===== src/rtl/fifo_wr_arbiter_if.sv =====
// ---------------------------------------------------------------------------
// fifo_wr_arbiter_if
// Bundles the producer request side and the FIFO write side of the
// fifo_wr_arbiter, together with the EN_ARB gate from the top-level FSM.
//
// Signals
//   EN_ARB      arbiter enable (0 = no new grants, no transfers)
//   REQ_VALID   per-requester beat valid
//   REQ_LAST    per-requester last beat of packet (qualified by REQ_VALID)
//   REQ_DATA    packed beats, requester i at [i*DATA_WIDTH +: DATA_WIDTH]
//   REQ_READY   per-requester beat accept
//   FIFO_FULL   FIFO full flag
//   FIFO_WR_EN  FIFO write strobe
//   FIFO_DATA   FIFO write data
//   GRANT_IDX   current or last owner index
//   ARB_BUSY    a packet is currently owned
//   PKT_DONE    1-cycle pulse, cycle after a packet's final beat
//   PKT_TRUNC   1-cycle pulse, cycle after a forced release at MAX_PKT
//
// Modports
//   master : producers / FIFO / sequencer side (drives requests, sees grants)
//   slave  : arbiter side
// ---------------------------------------------------------------------------
interface fifo_wr_arbiter_if #(
  parameter int NUM_REQ    = 4,
  parameter int DATA_WIDTH = 8,
  parameter int IDX_W      = 2
);
  logic                          EN_ARB;
  logic [NUM_REQ-1:0]            REQ_VALID;
  logic [NUM_REQ-1:0]            REQ_LAST;
  logic [NUM_REQ*DATA_WIDTH-1:0] REQ_DATA;
  logic [NUM_REQ-1:0]            REQ_READY;
  logic                          FIFO_FULL;
  logic                          FIFO_WR_EN;
  logic [DATA_WIDTH-1:0]         FIFO_DATA;
  logic [IDX_W-1:0]              GRANT_IDX;
  logic                          ARB_BUSY;
  logic                          PKT_DONE;
  logic                          PKT_TRUNC;

  modport master (
    output EN_ARB, REQ_VALID, REQ_LAST, REQ_DATA, FIFO_FULL,
    input  REQ_READY, FIFO_WR_EN, FIFO_DATA, GRANT_IDX, ARB_BUSY,
           PKT_DONE, PKT_TRUNC
  );

  modport slave (
    input  EN_ARB, REQ_VALID, REQ_LAST, REQ_DATA, FIFO_FULL,
    output REQ_READY, FIFO_WR_EN, FIFO_DATA, GRANT_IDX, ARB_BUSY,
           PKT_DONE, PKT_TRUNC
  );
endinterface


===== src/rtl/fifo_wr_arbiter.sv =====
// ---------------------------------------------------------------------------
// fifo_wr_arbiter
// Packet-level round-robin arbiter sharing the single FIFO write port among
// NUM_REQ byte producers. A granted producer owns the port until it sends a
// LAST beat or reaches MAX_PKT beats, then ownership always passes through
// IDLE (one dead cycle) before the next grant.
//
// Ports
//   CLKEXT   clock, rising edge
//   RST_GLO  asynchronous active-high reset
//   arb      fifo_wr_arbiter_if.slave (request bus, FIFO write bus, status)
//
// Build option
//   FIFO_ARB_PRIO0_EN : when defined, requester 0 wins every IDLE arbitration
//                       it takes part in; it never preempts an owned packet,
//                       and its release leaves the round-robin pointer alone.
//
// state | meaning
// ------+----------------------------------------------------------------
// IDLE  | no owner; arbitrate among valid requesters when EN_ARB=1
// GRANT | owner streams beats to the FIFO until LAST or MAX_PKT beats
// ---------------------------------------------------------------------------
module fifo_wr_arbiter #(
  parameter int NUM_REQ    = 4,
  parameter int DATA_WIDTH = 8,
  parameter int MAX_PKT    = 16,
  parameter int IDX_W      = 2
) (
  input logic           CLKEXT,
  input logic           RST_GLO,
  fifo_wr_arbiter_if.slave arb
);

  typedef enum logic {
    ST_IDLE  = 1'b0,
    ST_GRANT = 1'b1
  } state_t;

  state_t                state_q, state_d;
  logic [IDX_W-1:0]      rr_ptr_q, rr_ptr_d;
  logic [IDX_W-1:0]      owner_q, owner_d;
  logic [7:0]            beat_cnt_q, beat_cnt_d;
  logic                  pkt_done_q, pkt_done_d;
  logic                  pkt_trunc_q, pkt_trunc_d;

  logic                  pick_vld;
  logic [IDX_W-1:0]      pick_idx;
  logic [IDX_W-1:0]      cand_idx;
  logic [IDX_W-1:0]      next_ptr;

  logic                  own_valid;
  logic                  own_last;
  logic [DATA_WIDTH-1:0] own_data;
  logic                  grant_rdy;
  logic                  accept;
  logic                  at_cap;
  logic                  release_beat;
  logic [NUM_REQ-1:0]    ready_vec;

  // Search from rr_ptr upward with wrap modulo NUM_REQ, so indices at or above
  // NUM_REQ are never produced even when NUM_REQ is not a power of two.
  always_comb begin
    pick_vld = 1'b0;
    pick_idx = '0;
    cand_idx = '0;
    for (int k = 0; k < NUM_REQ; k++) begin
      cand_idx = IDX_W'((int'(rr_ptr_q) + k) % NUM_REQ);
      if (!pick_vld && arb.REQ_VALID[cand_idx]) begin
        pick_vld = 1'b1;
        pick_idx = cand_idx;
      end
    end
`ifdef FIFO_ARB_PRIO0_EN
    if (arb.REQ_VALID[0]) begin
      pick_vld = 1'b1;
      pick_idx = '0;
    end
`endif
  end

  // Owner-side beat mux.
  always_comb begin
    own_valid = 1'b0;
    own_last  = 1'b0;
    own_data  = '0;
    for (int i = 0; i < NUM_REQ; i++) begin
      if (owner_q == IDX_W'(i)) begin
        own_valid = arb.REQ_VALID[i];
        own_last  = arb.REQ_LAST[i];
        own_data  = arb.REQ_DATA[i*DATA_WIDTH +: DATA_WIDTH];
      end
    end
  end

  assign grant_rdy    = (state_q == ST_GRANT) && arb.EN_ARB && !arb.FIFO_FULL;
  assign accept       = grant_rdy && own_valid;
  assign at_cap       = (beat_cnt_q == 8'(MAX_PKT - 1));
  assign release_beat = accept && (own_last || at_cap);
  assign next_ptr     = (owner_q == IDX_W'(NUM_REQ - 1)) ? '0 : owner_q + 1'b1;

  always_comb begin
    ready_vec = '0;
    for (int i = 0; i < NUM_REQ; i++) begin
      ready_vec[i] = grant_rdy && (owner_q == IDX_W'(i));
    end
  end

  always_ff @(posedge CLKEXT or posedge RST_GLO) begin
    if (RST_GLO) begin
      state_q     <= ST_IDLE;
      rr_ptr_q    <= '0;
      owner_q     <= '0;
      beat_cnt_q  <= '0;
      pkt_done_q  <= 1'b0;
      pkt_trunc_q <= 1'b0;
    end else begin
      state_q     <= state_d;
      rr_ptr_q    <= rr_ptr_d;
      owner_q     <= owner_d;
      beat_cnt_q  <= beat_cnt_d;
      pkt_done_q  <= pkt_done_d;
      pkt_trunc_q <= pkt_trunc_d;
    end
  end

  always_comb begin
    state_d     = state_q;
    rr_ptr_d    = rr_ptr_q;
    owner_d     = owner_q;
    beat_cnt_d  = beat_cnt_q;
    pkt_done_d  = 1'b0;
    pkt_trunc_d = 1'b0;
    case (state_q)
      ST_IDLE: begin
        if (arb.EN_ARB && pick_vld) begin
          state_d    = ST_GRANT;
          owner_d    = pick_idx;
          beat_cnt_d = '0;
        end
      end
      ST_GRANT: begin
        if (accept) begin
          beat_cnt_d = beat_cnt_q + 8'd1;
        end
        if (release_beat) begin
          state_d     = ST_IDLE;
          pkt_done_d  = 1'b1;
          // A LAST beat landing exactly on the cap is a normal completion.
          pkt_trunc_d = !own_last;
`ifdef FIFO_ARB_PRIO0_EN
          if (owner_q != '0) begin
            rr_ptr_d = next_ptr;
          end
`else
          rr_ptr_d = next_ptr;
`endif
        end
      end
      default: begin
        state_d = ST_IDLE;
      end
    endcase
  end

  assign arb.REQ_READY  = ready_vec;
  assign arb.FIFO_WR_EN = accept;
  assign arb.FIFO_DATA  = (state_q == ST_GRANT) ? own_data : '0;
  assign arb.GRANT_IDX  = owner_q;
  assign arb.ARB_BUSY   = (state_q == ST_GRANT);
  assign arb.PKT_DONE   = pkt_done_q;
  assign arb.PKT_TRUNC  = pkt_trunc_q;

endmodule


===== src/flat_wrapper.sv =====
// flat-port wrapper written by rule: the top's interface ports become plain ports
module fifo_wr_arbiter_flat 
#(
  parameter int NUM_REQ    = 4,
  parameter int DATA_WIDTH = 8,
  parameter int MAX_PKT    = 16,
  parameter int IDX_W      = 2
)
  (CLKEXT, RST_GLO, arb_EN_ARB, arb_REQ_VALID, arb_REQ_LAST, arb_REQ_DATA, arb_FIFO_FULL, arb_REQ_READY, arb_FIFO_WR_EN, arb_FIFO_DATA, arb_GRANT_IDX, arb_ARB_BUSY, arb_PKT_DONE, arb_PKT_TRUNC);
  fifo_wr_arbiter_if #(.NUM_REQ(NUM_REQ), .DATA_WIDTH(DATA_WIDTH), .IDX_W(IDX_W)) arb_i ();
  input logic CLKEXT;
  input logic RST_GLO;
  input wire logic [$bits(arb_i.EN_ARB)-1:0] arb_EN_ARB;
  input wire logic [$bits(arb_i.REQ_VALID)-1:0] arb_REQ_VALID;
  input wire logic [$bits(arb_i.REQ_LAST)-1:0] arb_REQ_LAST;
  input wire logic [$bits(arb_i.REQ_DATA)-1:0] arb_REQ_DATA;
  input wire logic [$bits(arb_i.FIFO_FULL)-1:0] arb_FIFO_FULL;
  output wire logic [$bits(arb_i.REQ_READY)-1:0] arb_REQ_READY;
  output wire logic [$bits(arb_i.FIFO_WR_EN)-1:0] arb_FIFO_WR_EN;
  output wire logic [$bits(arb_i.FIFO_DATA)-1:0] arb_FIFO_DATA;
  output wire logic [$bits(arb_i.GRANT_IDX)-1:0] arb_GRANT_IDX;
  output wire logic [$bits(arb_i.ARB_BUSY)-1:0] arb_ARB_BUSY;
  output wire logic [$bits(arb_i.PKT_DONE)-1:0] arb_PKT_DONE;
  output wire logic [$bits(arb_i.PKT_TRUNC)-1:0] arb_PKT_TRUNC;
  assign arb_i.EN_ARB = arb_EN_ARB;
  assign arb_i.REQ_VALID = arb_REQ_VALID;
  assign arb_i.REQ_LAST = arb_REQ_LAST;
  assign arb_i.REQ_DATA = arb_REQ_DATA;
  assign arb_i.FIFO_FULL = arb_FIFO_FULL;
  assign arb_REQ_READY = arb_i.REQ_READY;
  assign arb_FIFO_WR_EN = arb_i.FIFO_WR_EN;
  assign arb_FIFO_DATA = arb_i.FIFO_DATA;
  assign arb_GRANT_IDX = arb_i.GRANT_IDX;
  assign arb_ARB_BUSY = arb_i.ARB_BUSY;
  assign arb_PKT_DONE = arb_i.PKT_DONE;
  assign arb_PKT_TRUNC = arb_i.PKT_TRUNC;
  fifo_wr_arbiter #(.NUM_REQ(NUM_REQ), .DATA_WIDTH(DATA_WIDTH), .MAX_PKT(MAX_PKT), .IDX_W(IDX_W)) u_core (.CLKEXT(CLKEXT), .RST_GLO(RST_GLO), .arb(arb_i));
endmodule

===== config.mk =====
export PLATFORM = sky130hd
export DESIGN_NAME = fifo_wr_arbiter_flat
export DESIGN_NICKNAME = d
export VERILOG_FILES = /design/src/rtl/fifo_wr_arbiter_if.sv /design/src/rtl/fifo_wr_arbiter.sv /design/src/flat_wrapper.sv
export SDC_FILE = /design/constraint.sdc
export NUM_CORES = 1
export LEC_CHECK = 0
export ABC_AREA = 1
export ABC_CLOCK_PERIOD_IN_PS = 1550
export CORE_MARGIN = 3
export CORE_UTILIZATION = 30
export CTS_CLUSTER_DIAMETER = 200
export DETAILED_ROUTE_END_ITERATION = 10
export RECOVER_POWER = 50
export SKIP_LAST_GASP = 1
export SLEW_MARGIN = 0
export SYNTH_ARGS = -nofsm -noshare
export SYNTH_HDL_FRONTEND = slang
export SYNTH_SLANG_ARGS = --single-unit

===== constraint.sdc =====
create_clock -name CLKEXT -period 1.55 [get_ports CLKEXT]
set_input_delay 0.3875 -clock CLKEXT [delete_from_list [all_inputs] [get_ports CLKEXT]]
set_output_delay 0.3875 -clock CLKEXT [all_outputs]
set_load 0.03 [all_outputs]

Word level (Yosys, flattened, before mapping) --
Index checks and enable logic that the tools add are counted.
Storage, ports and cells: flip-flop bits (word level) 15, bits in latches 0, bits in writable memories 0, memory bits (read-only) 0, bits of input ports 44, word-level logic and storage cells 84, memories kept 0
Cells by class: add/sub/neg operators 5, $mul 0, div/mod/pow operators 0, magnitude comparators 4, eq/ne operators 6, shift operators 0, muxes and demuxes 40, bitwise logic cells 1, reductions and logical operators 22
Operators with widths (count):
- $mux 8 | 7
- $mux 1 | 22
- $pmux 8 s2 | 1
- $logic_and 1x1->1 | 12
- $lt 2x3->1 const B | 4
- $mux 2 | 5
- $add 8x1->8 const B | 1
- $bmux 1 s2 | 4
- $eq 8x4->1 const B | 1
- $reduce_and 2->1 | 3
- $logic_not 1->1 | 5
- $add 2x1->2 const B | 2
- $add 2x2->2 const B | 2
- $eq 2x2->1 const B | 2
- $eq 2x1->1 const B | 1
- $logic_not 2->1 | 1
- $ne 2x1->1 const B | 1
- $ne 2x2->1 const B | 1
- $pmux 1 s2 | 1
- $logic_or 1x1->1 | 1
- $not 1->1 | 1

Depth between registers and ports, before layout --
depth after elaboration 15, gate-level depth with buffers 12, mapped depth without buffers 11

Worst setup path before layout --
OpenSTA, ideal clock, no wires.
path kind flip-flop to output port, from reg u_core.owner_q[0] (netlist: u_core.arb.GRANT_IDX[0]), to out arb_FIFO_DATA[0], data arrival time 1.901 ns, required time 1.162 ns, setup slack -0.739 ns, stages on the path, launching flop included 7, path buffers 1, path through dfrtp_1 > inv_1 > ha_1 > inv_1 > clkbuf_1 > o21ai_0 > a21oi_1
Between the ends: longest elaborated chain between the ends 6, elaborated cells between the ends (all ways) 9, those cells by class eq/ne: 3; mux: 5; reduce/logical: 1
Ends and longest elaborated chain:
- start: declaration | RTL line fifo_wr_arbiter.sv:41 | logic [IDX_W-1:0] owner_q, owner_d;
- start signal: assignment | RTL line fifo_wr_arbiter.sv:119 | owner_q <= owner_d;
- $logic_not 2->1 | RTL line fifo_wr_arbiter.sv:87 | if (owner_q == IDX_W'(i)) begin
- $mux 8 (3 in series) | RTL line fifo_wr_arbiter.sv:87
- $mux 8 (*) | RTL line fifo_wr_arbiter.sv:87
- $mux 8 (*) | RTL line fifo_wr_arbiter.sv:167 | assign arb.FIFO_DATA = (state_q == ST_GRANT) ? own_data : '0;
- end: declaration | RTL line flat_wrapper.sv:20 | output wire logic [$bits(arb_i.FIFO_DATA)-1:0] arb_FIFO_DATA;
Every way passes the cells marked *; elsewhere a longest branch is shown, timed or not.

Worst setup path in the final report --
from reg u_core.owner_q[0] (netlist: u_core.arb.GRANT_IDX[0]), to out arb_FIFO_DATA[7]
The elaborated chain is that of the path after synthesis.

==> results.cfg <==
[cells_and_area]
layout.nets = 400
num_antenna_cells = 0
final_util = 0.686
area_growth_syn_to_layout_pct = 116
drive_gt1_frac = 0.497

[outcome]
failed_checks = setup timing
status = finished with violations

[yosys]
ys_seq_area_frac = 0.266
synth_seq_cells = 15
synth.net_count = 278
syn-cell-area_sq_um = 1410
syn_avg_cell_area_sq_um = 6.16
synth.distinct_cells = 24
netlist_instances = 229
yosys_warnings = 0

[clock_tree]
clkSlewWorstSetupHoldPaths_ps = 60
cts_tree = yes
clock_tree.root_cell = clkbuf_8
htree_num_levels = 1
cts_sinks = 15
clk_latency_ps = 250
hold_buffers = 0
cts_buffers = 3
cts_buffer_depth = 2

[worst_setup_path]
critPathCaptureType = output port
critPathArrivalTime_ps = 1670
slowest_stage = dfrtp_2
cp_common_cell = o21ai_1
crit_required_ps = 1160
path_class = register to output port
cp_num_buf_inv = 3
cp_max_fo = 5
cpPeakStageDelay_ps = 460
startpoint_type = register
path_cells = inv_4, ha_4, buf_12, a21oi_1, o21ai_1, o21ai_1, a21oi_2, buf_6
crit_family = flip-flops

[power_and_ir_drop]
p_leak_nw = 1.46
powerDensity_nw_per_um2 = 1930
peakVddDrop_uv = 918

[routing]
vias = 1965
routedWlPerCell_um = 13.9
viasPerCell = 4.89
firstDrtPassIters = 4
drt_iter0_drc = 42
wl_mm = 5.59
antenna_left = 0
drc = 0

[die]
chipWidth_um = 74.6
coreArea_sq_um = 4440
die_y_um = 74.6
io-pin-count = 62
rows = 24
dieArea_sq_um = 5560
initial_core_util = 0.318

[placement]
dp_hpwl_mm = 3.69
gp_congestion = 0.796
numPortBuffers = 61

[sta]
worstMarginPinSlew_ps = 863
timing.fmax_ghz = 0.485
skew_ps = 1.13
setup_viol = 28
finalHoldViolations = 0
slew_headroom = 0.425
grt_setup_unrepaired = true
finalCriticalPeriod_ps = 2060
fin_crit_sh = 1.33
setup_ws_ps = -510
drv_slew = 0
holdWs_ps = 520

[global_route]
overflow = 0
grt_pass1_wl_mm = 8.42
grt_start_max_net_pins = 19
antenna_found_initial = 0
grt_usage = 0.192
grt_pass1_vias = 1849

[job]
cap_violations = 0

[min_path]
holdCritPathClass = register to register
==> power breakdown <==
group / switching (W) / internal, W
Combinational: 0.00255 / 0.00235
Sequential: 0.000154 / 0.000503
Clock: 0.000139 / 0.000182
==> flip-flops by register name, indices dropped and copies added (netlist names) <==
name,cells
u_core.arb.ARB_BUSY,1
u_core.arb.GRANT_IDX,2
u_core.arb.PKT_DONE,1
u_core.arb.PKT_TRUNC,1
u_core.beat_cnt_q,8
u_core.rr_ptr_q,2
==> worst min-delay path, stage by stage (launching register included) <==
cell and delay [ps]:
dfrtp_1 350, nand3_1 80, nand2_1 60
==> cell usage after synthesis, drive strengths merged <==
cell / number / share of area
o21ai: 28 / 0.099
a21boi: 1 / 0.0053
nand2: 62 / 0.18
nand3: 23 / 0.089
nor3b: 3 / 0.016
a21oi: 21 / 0.074
inv: 28 / 0.078
nand4: 4 / 0.018
dfrtp: 15 / 0.27
clkbuf: 4 / 0.011
nor2: 25 / 0.072
a22oi: 1 / 0.0053
o21a: 1 / 0.0053
nor3: 1 / 0.0035
ha: 5 / 0.044
nand3b: 1 / 0.0053
buf: 5 / 0.027
xnor2: 1 / 0.0062
==> cells in the final DEF, fill, tap and decap left out, types with 2 or more instances in the layout <==
| master | instances |
|---|---|
| inv_4 | 2 |
| clkbuf_8 | 3 |
| nand3_2 | 3 |
| clkbuf_1 | 2 |
| o21ai_2 | 8 |
| ha_4 | 4 |
| nor2_1 | 17 |
| buf_6 | 29 |
| dfrtp_1 | 11 |
| inv_2 | 7 |
| nor3b_1 | 3 |
| nand2_1 | 31 |
| nand3_1 | 17 |
| nand2_4 | 11 |
| nand2_2 | 20 |
| inv_1 | 14 |
| clkdlybuf4s50_1 | 37 |
| a21oi_1 | 7 |
| buf_4 | 47 |
| nor2_4 | 5 |
| nand3_4 | 4 |
| o21ai_0 | 6 |
| nand4_1 | 4 |
| buf_12 | 3 |
| a21oi_2 | 14 |
| dlymetal6s2s_1 | 2 |
| dlygate4sd2_1 | 5 |
| nor2_2 | 3 |
| o21ai_1 | 14 |
| dfrtp_2 | 4 |
| inv_6 | 3 |
==> logic make-up after synthesis <==
logic type | Yosys count | synth area share
AND/OR/NAND/NOR | 119 | 0.379
AO/OA/AOI/OAI | 52 | 0.190
buffers and inverters | 37 | 0.115
flip-flops | 15 | 0.266
adder cells (fa/ha/maj) | 5 | 0.0443
XOR/XNOR | 1 | 0.00621
==> metal layers <==
| layer | global-route usage | wire length, um | up-vias |
|---|---|---|---|
| met5 | 0 | 0 | - |
| met4 | 0.0553 | 82 | 0 |
| met2 | 0.329 | 2670 | 67 |
| met1 | 0.251 | 2460 | 894 |
| li1 | - | - | 996 |
| met3 | 0.0257 | 384 | 8 |
==> worst paths after layout <==
| path | start | endpoint | slack [ps] | cells after the start |
|---|---|---|---|---|
| min | u_core.beat_cnt_q[3]$_DFFE_PP0P_ | u_core.beat_cnt_q[3]$_DFFE_PP0P_ | 520 | 2 |
| min in group asynchronous | RST_GLO | u_core.beat_cnt_q[4]$_DFFE_PP0P_ | 820 | 3 |
| min reg2reg | u_core.beat_cnt_q[3]$_DFFE_PP0P_ | u_core.beat_cnt_q[3]$_DFFE_PP0P_ | 520 | 2 |
| max in group asynchronous | RST_GLO | u_core.arb.GRANT_IDX[1]$_DFFE_PP0P_ | 150 | 3 |
| max reg2reg | u_core.arb.GRANT_IDX[0]$_DFFE_PP0P_ | u_core.rr_ptr_q[1]$_DFFE_PP0P_ | -370 | 14 |
| max | u_core.arb.GRANT_IDX[0]$_DFFE_PP0P_ | arb_FIFO_DATA[7] | -510 | 8 |
==> layout make-up <==
cell class,count,area [sq um]
Fill cell,361,1390
Multi-Input combinational cell,178,1230
Timing Repair Buffer,125,1190
Sequential cell,15,380
Inverter,28,138
Tap cell,52,65.1
Clock buffer,4,45.0
==> repair_timing <==
action                                  CTS  global route
pin swaps                                25            26
resized for setup                        66            61
endpoints found under the setup margin   30            28
buffers inserted                         21            10
hold endpoints to repair                  0             0
gates cloned                              2             0
==> through the flow <==
stage	instance area, sq um	TNS (ps)	worst slack [ps]	instances	total power [W]
global placement	2410	-9770	-402	371	0.00414
floorplan	1570	-4630	-301	229	0.00290
CTS	2840	-9240	-497	398	0.00537
global route	3050	-11340	-592	402	0.00630
detailed placement	2410	-10210	-422	371	0.00416
finish	3050	-8820	-510	402	0.00588
No activity file was read; power rests on OpenSTA's default activity.
